==> src/rtl/mips_pkg.sv <==
// Shared MIPS core definitions: datapath widths, reset vector and the
// fetch-entry record handed from fetch to decode.
package mips_pkg;

    localparam int ADDR_W = 32;
    localparam int INST_W = 32;

    localparam logic [ADDR_W-1:0] RESET_PC_DEFAULT = 32'h0000_0000;

    typedef struct packed {
        logic [ADDR_W-1:0] pc;
        logic [INST_W-1:0] inst;
    } fetch_entry_t;

    // Sequential fetch address; wraps modulo 2^32.
    function automatic logic [ADDR_W-1:0] pc_plus4(input logic [ADDR_W-1:0] pc);
        return pc + 32'd4;
    endfunction

endpackage

==> src/rtl/fetch_fifo.sv <==
// Small power-of-two FIFO holding fetched {pc, inst} entries; flush empties
// it in one cycle without touching the storage.
module fetch_fifo
    import mips_pkg::*;
#(
    parameter int DEPTH = 2,
    parameter int WIDTH = $bits(fetch_entry_t)
) (
    input  logic             Clk,
    input  logic             Reset,
    input  logic             push,
    input  logic             pop,
    input  logic             flush,
    input  logic [WIDTH-1:0] wdata,
    output logic             full,
    output logic             empty,
    output logic [WIDTH-1:0] head
);

    localparam int PTR_W = $clog2(DEPTH);
    localparam int CNT_W = PTR_W + 1;

    logic [PTR_W-1:0] r_rd_ptr;
    logic [PTR_W-1:0] r_wr_ptr;
    logic [CNT_W-1:0] r_count;
    logic [WIDTH-1:0] r_mem [DEPTH];

    logic w_do_push;
    logic w_do_pop;

    assign w_do_push = push & ~flush;
    assign w_do_pop  = pop & ~flush;

    // NOTE: sequential state is assigned with <= so every register samples
    // the pre-edge values of its neighbours, independent of statement order.
    always_ff @(posedge Clk) begin
        if (Reset || flush) begin
            r_rd_ptr <= '0;
            r_wr_ptr <= '0;
            r_count  <= '0;
        end else begin
            if (w_do_push) r_wr_ptr <= r_wr_ptr + 1'b1;
            if (w_do_pop)  r_rd_ptr <= r_rd_ptr + 1'b1;
            case ({w_do_push, w_do_pop})
                2'b10:   r_count <= r_count + 1'b1;
                2'b01:   r_count <= r_count - 1'b1;
                default: r_count <= r_count;
            endcase
        end
    end

    // NOTE: storage has no reset; an entry is only observable once the count
    // says it was written, so clearing the array would buy nothing.
    always_ff @(posedge Clk) begin
        if (w_do_push) r_mem[r_wr_ptr] <= wdata;
    end

    assign full  = (r_count == CNT_W'(DEPTH));
    assign empty = (r_count == '0);
    assign head  = r_mem[r_rd_ptr];

endmodule

==> src/rtl/inst_fetch_unit.sv <==
// Instruction fetch sequencer: owns the PC, addresses the instruction ROM and
// queues fetched words for decode; execute redirects flush the queue.
module inst_fetch_unit
    import mips_pkg::*;
#(
    parameter logic [ADDR_W-1:0] RESET_PC = RESET_PC_DEFAULT,
    parameter int                DEPTH    = 2
) (
    input  logic              Clk,
    input  logic              Reset,
    input  logic              FetchEn,
    output logic [ADDR_W-1:0] ImemAddr,
    input  logic [INST_W-1:0] ImemInst,
    input  logic              Redirect,
    input  logic [ADDR_W-1:0] RedirectPC,
    output logic              InstValid,
    output logic [INST_W-1:0] Inst,
    output logic [ADDR_W-1:0] InstPC,
    input  logic              InstReady
);

    logic [ADDR_W-1:0] r_pc;

    logic              w_push;
    logic              w_pop;
    logic              w_full;
    logic              w_empty;
    logic [ADDR_W-1:0] w_redirect_target;
    fetch_entry_t      w_wr_entry;
    fetch_entry_t      w_head;

    assign w_redirect_target = RedirectPC & 32'hFFFF_FFFC;

    assign InstValid = ~w_empty;
    assign w_pop     = InstValid & InstReady;
    // A pop frees a slot in the same cycle, so a full queue keeps streaming.
    assign w_push    = FetchEn & ~Redirect & (~w_full | w_pop);

    assign w_wr_entry = '{pc: r_pc, inst: ImemInst};

    always_ff @(posedge Clk) begin
        if (Reset) begin
            r_pc <= RESET_PC;
        end else if (Redirect) begin
            r_pc <= w_redirect_target;
        end else if (w_push) begin
            r_pc <= pc_plus4(r_pc);
        end
    end

    fetch_fifo #(
        .DEPTH (DEPTH),
        .WIDTH ($bits(fetch_entry_t))
    ) u_fifo (
        .Clk   (Clk),
        .Reset (Reset),
        .push  (w_push),
        .pop   (w_pop),
        .flush (Redirect),
        .wdata (w_wr_entry),
        .full  (w_full),
        .empty (w_empty),
        .head  (w_head)
    );

    assign ImemAddr = r_pc;
    assign Inst     = w_head.inst;
    assign InstPC   = w_head.pc;

endmodule
==> config.mk <==
export PLATFORM = sky130hd
export DESIGN_NAME = inst_fetch_unit
export DESIGN_NICKNAME = d
export VERILOG_FILES = /design/src/rtl/mips_pkg.sv /design/src/rtl/fetch_fifo.sv /design/src/rtl/inst_fetch_unit.sv
export SDC_FILE = /design/constraint.sdc
export NUM_CORES = 1
export LEC_CHECK = 0
export CAP_MARGIN = 10
export CORE_ASPECT_RATIO = 0.75
export CORE_MARGIN = 1.5
export CORE_UTILIZATION = 45
export CTS_CLUSTER_SIZE = 12
export DETAILED_ROUTE_END_ITERATION = 8
export PLACE_DENSITY = 0.85
export SETUP_SLACK_MARGIN = 0.02
export SKIP_CTS_REPAIR_TIMING = 1
export SYNTH_ARGS = -nofsm -noshare
export SYNTH_HDL_FRONTEND = slang
export SYNTH_HIERARCHICAL = 1
export SYNTH_SLANG_ARGS = --single-unit
==> constraint.sdc <==
create_clock -name Clk -period 7.7 [get_ports Clk]
set_input_delay 0.77 -clock Clk [delete_from_list [all_inputs] [get_ports Clk]]
set_output_delay 0.77 -clock Clk [all_outputs]
set_load 0.02 [all_outputs]
==> qor.txt <==
post-route insts no fill = 844
Final #Nets = 702
RSZ-0062 raised after global routing = false
CP max stage cell = nor2_4
worst hold endpoint = u_fifo/r_count[1]$_SDFFE_PP0P_
Hold WC Path Type = flop to flop
Routability Congestion = 0.720
Distinct cells, synth = 54
core area = 0.0146 sq mm
Vias/cell = 5.46
GRT Total Usage = 19.8%
diode count = 0
async set-or-reset flop fraction in the synthesized netlist = 0%
Via Count = 4607
total wire length = 15.6 mm
Initial Util = 46.4%
drt pass-1 iters = 4
Most used DFF post-synth = edfxtp_1
Top Family by Delay on Critical Path = buffers and inverters
Setup crit start kind = input port
Syn. warnings = 6
Die Y = 109 microns
clk_lat worst skew = 0.42 ns
number of global-route vias before repair = 4438
CTS tree = done
Post-Synthesis Cells = 472
clock slew at reported path FFs = 0.06 ns
I/O Pins = 166
Synth area leader = edfxtp_1
peak supply drop = 0.000170 V
Synth area leaders = edfxtp_1 (57%), mux2_2 (11%), dfxtp_1 (10%)
sequential area share after synthesis = 67.1%
Crit path arrival time = 3.83 ns
Min Clock Period, post-route = 3.78 ns
Final Hold Viols = 0
Num CTS Buffers = 17
Setup-failing EPs final = 0
Slew HR = 32.2%
largest net degree at the start of global routing = 45
CP startpoint = Redirect
Critical Path RT = 7.76 ns
RR Startpoint = u_fifo/r_count[0]$_SDFFE_PP0P_
row count = 38
Commonest cells post-synth = edfxtp_1 (128), mux2_2 (64), nor2_1 (40), dfxtp_1 (35), clkbuf_1 (17)
worst-path fanout max = 44
status = finished clean
Sw Ratio = 22.4%
DPL Wire Length = 10.2 mm
fin crit share = 49.1%
Hold Path Cell Cnt = 2
antenna-violating nets left = 0
Lkg Pwr = 3.00 nW
layout cell share with drive strength beyond 1 = 16.5%
die area = 0.0158 sq mm
critical path class = input port to flop
Mapped Area = 0.00677 sq mm
power share of the sequential group = 51.2%
Power Density = 214 mW/mm^2
Comb power frac = 8.8%
number of max-cap violations = 0
Post-synth EDFFs = 128
number of synthesized register bits = 163
fin. max-slew vios = 0
count leader, synth = edfxtp_1
Yosys top cell area share = 56.8%
Peak Freq = 265 MHz
Reg2Reg Setup Slack = 4.24 ns
min-delay src = u_fifo/r_count[1]$_SDFFE_PP0P_
I/O Buffers = 161
Critical R2R Capture = u_fifo/r_mem[0][14]$_DFFE_PP_
Sw Pwr = 0.437 mW
clock share of power = 40.0%
placed cells = 812
antenna violations before repair = 0
CTS max path bufs = 2
H-Tree Depth = 4
crit path cell chain = clkdlybuf4s50_1, buf_4, inv_2, and2_1, nand2b_1, nor2_4, buf_4
synthesized area per cell = 14.3 sq um
Max stage delay on crit path = 0.80 ns
Internal Power = 1.51 mW
starting DRC count in detailed routing = 370
CP bufs+invs = 4
Top cell by count, worst path = buf_4
first-pass GRT wire length = 23.2 mm
synthesis-to-layout area growth = 34.5%
Post-Route Skew = 0.0143 ns
Critical Path Sink Type = flop
DRC violations left = 0
Slew @ Worst Pin = 1.01 ns
Die W = 145 microns
Clock Root Buffer = clkbuf_16
R2R depth = 7
total global routing overflow = 0
Post-Route Setup TNS = 0 ns
Sink Count = 163
wire per inst = 18.4 microns
-- worst register-to-register path, stage by stage, from the launching register on --
cell and delay, ns:
dfxtp_1 0.40, nor2_1 0.10, nor2b_1 0.60, o21a_1 0.27, and2_1 0.18, nand2b_1 0.16, nor2_4 0.80, buf_4 0.55
-- cells by family (layout without fill, tap and decap cells) --
group           count (synthesis)  count (layout)  synth area share [%]
xor+xnor                        8               8                  1.04
fa+ha+maj                       2               2                 0.370
simple gates                  118             118                  9.08
other cells                     1               6                0.0554
flops                         163             163                  67.1
buf+inv                        46             213                  2.96
mux                            65              65                  10.8
compound gates                 69              69                  8.56
-- layer usage --
layer	vias to the layer above	GRT usage (%)	routed length, microns
li1	2141	-	-
met3	11	5.93	1230
met1	2275	25.1	6810
met5	-	0	0
met4	0	7.94	120
met2	180	31.9	7400
-- area by class of cell --
class	count	area, sq um
Sequential cell	163	4550
Clock inverter	10	101
Multi-Input combinational cell	268	2060
Fill cell	1115	5490
Tap cell	200	250
Clock buffer	22	444
Timing Repair Buffer	166	1650
Inverter	15	56.3
-- power by group through the flow --
| stage | Sequential (mW) | Clock (mW) | Combinational (mW) |
|---|---|---|---|
| after floorplan | 1.02 | 0 | 0.0678 |
| final | 0.998 | 0.781 | 0.172 |
| after global routing | 1.00 | 0.833 | 0.183 |
| after global placement | 1.01 | 0 | 0.166 |
| after detailed placement | 1.02 | 0 | 0.171 |
| after CTS | 0.999 | 0.800 | 0.172 |
-- state kept, by name, summed over array words and instances, names as in the netlist, named ones only --
signal,flops
u_fifo/r_wr_ptr,1
ImemAddr,30
u_fifo/r_rd_ptr,1
u_fifo/r_mem,128
u_fifo/r_count,2
-- cells in the final DEF (no fill, tap or decap), types with 5 or more instances in the layout --
| cell | synthesis | routed |
|---|---|---|
| clkdlybuf4s50_1 | 0 | 161 |
| buf_4 | 2 | 5 |
| clkbuf_1 | 17 | 5 |
| nand2_1 | 13 | 13 |
| a311oi_1 | 9 | 9 |
| a211oi_1 | 6 | 6 |
| nor4_1 | 11 | 11 |
| nand4_1 | 5 | 5 |
| nor2b_1 | 11 | 11 |
| dfxtp_1 | 35 | 34 |
| or3_1 | 8 | 8 |
| o41a_1 | 8 | 8 |
| nor2_1 | 40 | 38 |
| xnor2_1 | 5 | 5 |
| edfxtp_1 | 128 | 128 |
| conb_1 | 1 | 6 |
| a2111oi_1 | 6 | 6 |
| clkbuf_16 | 0 | 17 |
| mux2_2 | 64 | 64 |
| inv_1 | 12 | 12 |
| o31ai_1 | 7 | 7 |
| nor3_1 | 7 | 7 |
| nand3_1 | 5 | 5 |
-- metrics by stage --
| step | total power, mW | setup WS [ns] | hold WS [ns] | instance area [sq um] | util [%] |
|---|---|---|---|---|---|
| 6_report | 1.95 | 3.92 | 0.522 | 9100 | 62.4 |
| 5_1_grt | 2.02 | 3.70 | 0.537 | 9100 | 62.4 |
| 4_1_cts | 1.97 | 3.90 | 0.524 | 9100 | 62.4 |
| 3_5_place_dp | 1.19 | 3.46 | 0.512 | 8560 | 58.6 |
| 3_3_place_gp | 1.18 | 3.59 | 0.489 | 8560 | 58.6 |
| 2_1_floorplan | 1.09 | 2.67 | 0.468 | 6790 | - |
-- how the worst max path moves through the flow --
| stage | depth (start not counted) | slack [ns] | to |
|---|---|---|---|
| floorplan | 7 | 2.67 | u_fifo/r_mem[0][0]$_DFFE_PP_ |
| global placement | 7 | 3.59 | u_fifo/r_mem[0][14]$_DFFE_PP_ |
| detailed placement | 7 | 3.46 | u_fifo/r_mem[0][11]$_DFFE_PP_ |
| CTS | 7 | 3.90 | u_fifo/r_mem[0][14]$_DFFE_PP_ |
| global route | 7 | 3.70 | u_fifo/r_mem[0][52]$_DFFE_PP_ |
| finish | 7 | 3.92 | u_fifo/r_mem[0][14]$_DFFE_PP_ |
(Power assumes the default switching activity.)
